--- config.mk ---
export PLATFORM = sky130hd
export DESIGN_NAME = uart_rfifo
export DESIGN_NICKNAME = d
export VERILOG_FILES = /design/src/rtl/uart_rfifo_pkg.sv /design/src/rtl/uart_fifo_mem.sv /design/src/rtl/uart_rfifo.sv
export SDC_FILE = /design/constraint.sdc
export NUM_CORES = 1
export LEC_CHECK = 0
export ABC_AREA = 1
export BUFFER_PORTS_ARGS = -buffer_cell sky130_fd_sc_hd__buf_2
export CAP_MARGIN = 20
export CORE_UTILIZATION = 35
export CTS_CLUSTER_SIZE = 25
export DETAILED_ROUTE_END_ITERATION = 16
export PLACE_DENSITY = 0.59
export SETUP_SLACK_MARGIN = 0.5
export SYNTH_ARGS = -nofsm -noshare
export SYNTH_HDL_FRONTEND = slang
export SYNTH_SLANG_ARGS = --single-unit
--- constraint.sdc ---
create_clock -name clk -period 6.3 [get_ports clk]
set_clock_uncertainty 0.2 [all_clocks]
set_input_delay 0.63 -clock clk [delete_from_list [all_inputs] [get_ports clk]]
set_output_delay 0.63 -clock clk [all_outputs]
set_load 0.01 [all_outputs]
--- src/rtl/uart_rfifo_pkg.sv ---
// uart_rfifo_pkg: receiver FIFO geometry shared by the FIFO and the register block.
package uart_rfifo_pkg;
    localparam int UART_FIFO_REC_WIDTH = 10;
    localparam int UART_FIFO_DEPTH     = 16;
    localparam int UART_FIFO_POINTER_W = 4;
    localparam int UART_FIFO_COUNTER_W = 5;
endpackage

--- src/rtl/uart_fifo_mem.sv ---
// uart_fifo_mem: unreset storage array, synchronous write, asynchronous read.
module uart_fifo_mem #(
    parameter int W  = 10,
    parameter int D  = 16,
    parameter int AW = 4
) (
    input  logic          clk,
    input  logic          we_i,
    input  logic [AW-1:0] waddr_i,
    input  logic [W-1:0]  wdata_i,
    input  logic [AW-1:0] raddr_i,
    output logic [W-1:0]  rdata_o
);
    logic [W-1:0] mem_q [D];
    always_ff @(posedge clk)
        if (we_i) mem_q[waddr_i] <= wdata_i;
    assign rdata_o = mem_q[raddr_i];
endmodule

--- src/rtl/uart_rfifo.sv ---
// uart_rfifo: UART receive FIFO with per-entry error flags, sticky overrun and show-ahead head output.
module uart_rfifo
    import uart_rfifo_pkg::*;
#(
    parameter int FIFO_WIDTH = UART_FIFO_REC_WIDTH,
    parameter int FIFO_DEPTH = UART_FIFO_DEPTH,
    parameter int POINTER_W  = UART_FIFO_POINTER_W,
    parameter int COUNTER_W  = UART_FIFO_COUNTER_W
) (
    input  logic                  clk,
    input  logic                  wb_rst_i,
    input  logic [FIFO_WIDTH-1:0] data_in,
    input  logic                  push,
    input  logic                  pop,
    input  logic                  fifo_reset,
    input  logic                  reset_status,
    output logic [FIFO_WIDTH-1:0] data_out,
    output logic [COUNTER_W-1:0]  count,
    output logic                  overrun,
    output logic                  error_bit
);
    logic [POINTER_W-1:0]  rd_q, rd_d, wr_q, wr_d;
    logic [COUNTER_W-1:0]  cnt_q, cnt_d;
    logic [FIFO_DEPTH-1:0] flags_q, flags_d;
    logic                  ovr_q, ovr_d, err_q, err_d;
    logic                  full, empty, do_push, do_pop;
    logic [FIFO_WIDTH-1:0] head;

    assign full    = cnt_q == COUNTER_W'(FIFO_DEPTH);
    assign empty   = cnt_q == '0;
    // A full FIFO still accepts a push when a pop frees the head in the same cycle.
    assign do_push = push & ~fifo_reset & (~full | pop);
    assign do_pop  = pop & ~fifo_reset & ~empty;

    always_comb begin
        rd_d    = fifo_reset ? '0 : do_pop ? rd_q + POINTER_W'(1) : rd_q;
        wr_d    = fifo_reset ? '0 : do_push ? wr_q + POINTER_W'(1) : wr_q;
        cnt_d   = fifo_reset ? '0 : cnt_q + COUNTER_W'(do_push) - COUNTER_W'(do_pop);
        flags_d = flags_q;
        if (do_pop) flags_d[rd_q] = 1'b0;
        if (do_push) flags_d[wr_q] = data_in[1] | data_in[0];
        if (fifo_reset) flags_d = '0;
        err_d   = |flags_d;
        ovr_d   = fifo_reset ? 1'b0 : (push & full & ~pop) ? 1'b1 : reset_status ? 1'b0 : ovr_q;
    end

    always_ff @(posedge clk or posedge wb_rst_i) begin
        if (wb_rst_i) begin
            rd_q    <= '0;
            wr_q    <= '0;
            cnt_q   <= '0;
            flags_q <= '0;
            err_q   <= 1'b0;
            ovr_q   <= 1'b0;
        end else begin
            rd_q    <= rd_d;
            wr_q    <= wr_d;
            cnt_q   <= cnt_d;
            flags_q <= flags_d;
            err_q   <= err_d;
            ovr_q   <= ovr_d;
        end
    end

    uart_fifo_mem #(.W(FIFO_WIDTH), .D(FIFO_DEPTH), .AW(POINTER_W)) u_mem (
        .clk     (clk),
        .we_i    (do_push),
        .waddr_i (wr_q),
        .wdata_i (data_in),
        .raddr_i (rd_q),
        .rdata_o (head)
    );

    assign data_out  = empty ? '0 : head;
    assign count     = cnt_q;
    assign overrun   = ovr_q;
    assign error_bit = err_q;
endmodule
==> summary.md <==
| Metric | Value |
|---|---|
| Most used cell, CP | `buf_4` |
| I/O Pins | `33` |
| P per Cell Area | `352 mW/mm2` |
| Final setup viols | `0` |
| Total gr overflow | `0` |
| Worst EP arrival | `between 3 and 4 ns` |
| Synth area leaders | `edfxtp_1 (57%), dfrtp_1 (9.1%), nor2_1 (6.1%)` |
| Min-delay worst type | `input pin to asynchronous set/reset pin` |
| Worst VDD drop | `between 0.15 and 0.2 mV` |
| Status | `complete, no violations` |
| Number of post-CTS setup repair buffers | `0` |
| Cell accounting for the most synthesized area | `edfxtp_1` |
| Cell breakdown of the critical path | `buf_4, inv_2, buf_4, o21ai_0, o22ai_1, nand3_1, a41oi_1, buf_2` |
| Register bit total from synthesis | `~190` |
| WP data required | `5.47 ns` |
| CTS sink cnt | `~190` |
| 1st-iter DRT viols | `468` |
| Post-synth top area share | `around 57%` |
| Critical Path Slowest Stage Cell | `inv_2` |
| Crit start category | `flip-flop` |
| Clock root cell | `clkbuf_16` |
| Hold Buf Count CTS | `0` |
| Post-CTS resize count | `0` |
| Syn Nets | `slightly above 800` |
| DRT antenna net count | `0` |
| Ant diodes | `0` |
| Slew Viols, Final | `0` |
| Layout cells sized above 1 | `between 10 and 15%` |
| Worst Tran Pin Value | `between 1 and 1.5 ns` |
| P_leak | `around 3.5 nW` |
| Most common cell after layout, fill and taps aside | `edfxtp_1` |
| All-Layer GR Usage | `between 10% and 20%` |
| Via count | `between 5,000 and 6,000` |
| Hpwl dp | `around 13 mm` |
| Routed Wire Length | `20.1 mm` |
| Min cycle time layout | `approximately 4.2 ns` |
| Post-synthesis sequential area ratio | `around two thirds` |
| H-tree depth | `4` |
| WS Path Type | `flip-flop to primary output` |
| Crit path max fanout | `between 80 and 90` |
| Clock Path Buffers | `2` |
| Avg Cell Area, Syn | `between 10 and 15 um2` |
| YS warnings | `0` |
| Slowest stage delay, CP | `0.64 ns` |
| First-pass DRT Iterations | `5` |
| Initial antenna violation count | `0` |
| Pin count of the biggest net entering global routing | `85` |
| Upper clock frequency limit | `240 MHz` |
| Wire per inst | `between 15 and 20 um` |
| TritonCTS clock tree | `done` |
| Yosys cell types | `34` |
| Final Wtd Congestion | `between 0.7 and 0.8` |
| # nets final | `~820` |
| Hold violation total from the final report | `0` |
| DRC Markers | `0` |
| Drt via density | `5.08` |
| Unrepaired setup endpoints after global routing | `no` |
| Most frequent cells in the layout | `edfxtp_1 (160), nor2_1 (139), o21ai_0 (94)` |
| CP Capture Type | `primary output` |
| Rows | `56` |
| Worst-Skew Late Latency | `about 0.44 ns` |
| Cell Area, Synth | `between 0.008 and 0.009 mm2` |
| Die ar. | `0.0249 mm2` |
| Core area | `approximately 0.024 mm2` |
| Global-route wire length before repair | `roughly 31 mm` |
| Vias in the first global route | `5,562` |
| Synth Instances | `~780` |
| Port Buffers | `32` |
| FF+latch area | `roughly 0.0056 mm2` |
| Total Neg Setup Slack | `0 ns` |
| Starting Density | `a little over a third` |
| Clk slew on worst S/H paths | `0.07 ns` |
| Area used by multi-input combinational logic | `~0.0024 mm2` |
| CTS buffer count | `17` |
| Area grow syn2layout | `10.9%` |
| Die H | `around 160 um` |
| Tcrit/Tclk final | `roughly two thirds` |
| Hold slack | `around 0.070 ns` |
| Die width | `158 um` |
| Max cap viols | `0` |
| Layout fillers | `roughly 2,300` |
| Rel. slew slack | `roughly 32%` |
[synth_stat cells]
library cell	number
a211oi_1	1
a21oi_1	4
a31oi_1	1
a41oi_1	10
buf_2	9
buf_4	2
buf_6	5
buf_8	1
clkbuf_1	24
clkinv_1	8
dfrtp_1	31
edfxtp_1	160
fa_1	1
ha_1	13
inv_1	58
inv_2	4
nand2_1	89
nand2_2	1
nand3_1	50
nand3_2	3
nand3_4	2
nand4_1	12
nor2_1	139
nor2_2	5
nor2_4	2
nor2_8	2
nor3_1	1
nor3b_1	1
o21ai_0	94
o21ai_1	1
o22ai_1	41
o31ai_1	1
xnor2_1	1
xor2_1	2
[registers in the layout, summed over array words and instances (netlist names)]
name         count
rd_q             4
flags_q         16
error_bit        1
u_mem.mem_q    160
wr_q             4
overrun          1
count            5
[area by class of cell]
| class | instances | share of cell area [%] |
|---|---|---|
| clock buffer | 17 | 4.52 |
| clock inverter | 15 | 1.34 |
| sequential | 191 | 59.2 |
| tap | 319 | 4.24 |
| multi-input combinational | 477 | 25.8 |
| inverter | 70 | 2.79 |
| timing repair buffer | 37 | 2.10 |
[final timing paths]
path	from	end	slack (ns)	cells after the start
max in group asynchronous	wb_rst_i	rd_q[0]$_DFFE_PP0P_	5.49	3
worst min register to register	overrun$_DFFE_PP0P_	overrun$_DFFE_PP0P_	0.29	2
worst min-delay path	wb_rst_i	count[0]$_DFF_PP0_	0.07	3
min in group clk	reset_status	overrun$_DFFE_PP0P_	0.25	4
worst max register to register	rd_q[0]$_DFFE_PP0P_	error_bit$_DFF_PP0_	2.89	15
worst max-delay path	rd_q[0]$_DFFE_PP0P_	data_out[6]	2.13	8
[routing by layer]
layer / vias up / part of all wire [%] / global-route usage, %
met5: - / 0 / 0
met4: 0 / 1.9 / 6.43
met3: 24 / 5.0 / 3.15
met2: 150 / 47 / 27.9
met1: 2795 / 46 / 22.8
li1: 2747 / - / -
[cells by family after synthesis]
family | Yosys count | synth area share (%)
compound gates | 153 | 10.1
fa+ha+maj | 14 | 2.15
simple gates | 307 | 16.0
buf+inv | 111 | 5.70
flops | 191 | 65.7
xor+xnor | 3 | 0.309
[stage by stage]
stage | std cells | worst slack [ns] | utilization (%) | instance area [um2] | total power [W]
floorplan | 779 | 3.59 | - | 8490 | 0.00208
detailed placement | 1094 | 2.63 | 37.6 | 8870 | 0.00233
global placement | 1094 | 2.63 | 37.6 | 8870 | 0.00232
CTS | 1126 | 2.15 | 39.9 | 9420 | 0.00334
finish | 1126 | 2.13 | 39.9 | 9420 | 0.00332
global route | 1126 | 1.89 | 39.9 | 9420 | 0.00350
[critical path: cells and delay by family, from the launching register on]
kind,cells,cell delay (ns)
simple gates,1,0.09
buf+inv,4,1.69
compound gates,3,0.66
flops,1,0.38
[where the power goes]
part	internal, W	leakage [nW]	switching (W)
logic	0.000270	1.39	0.000596
registers	0.00141	1.86	0.0000240
clock network	0.000517	0.273	0.000507
Note: power is estimated with default switching activity, not from simulation.
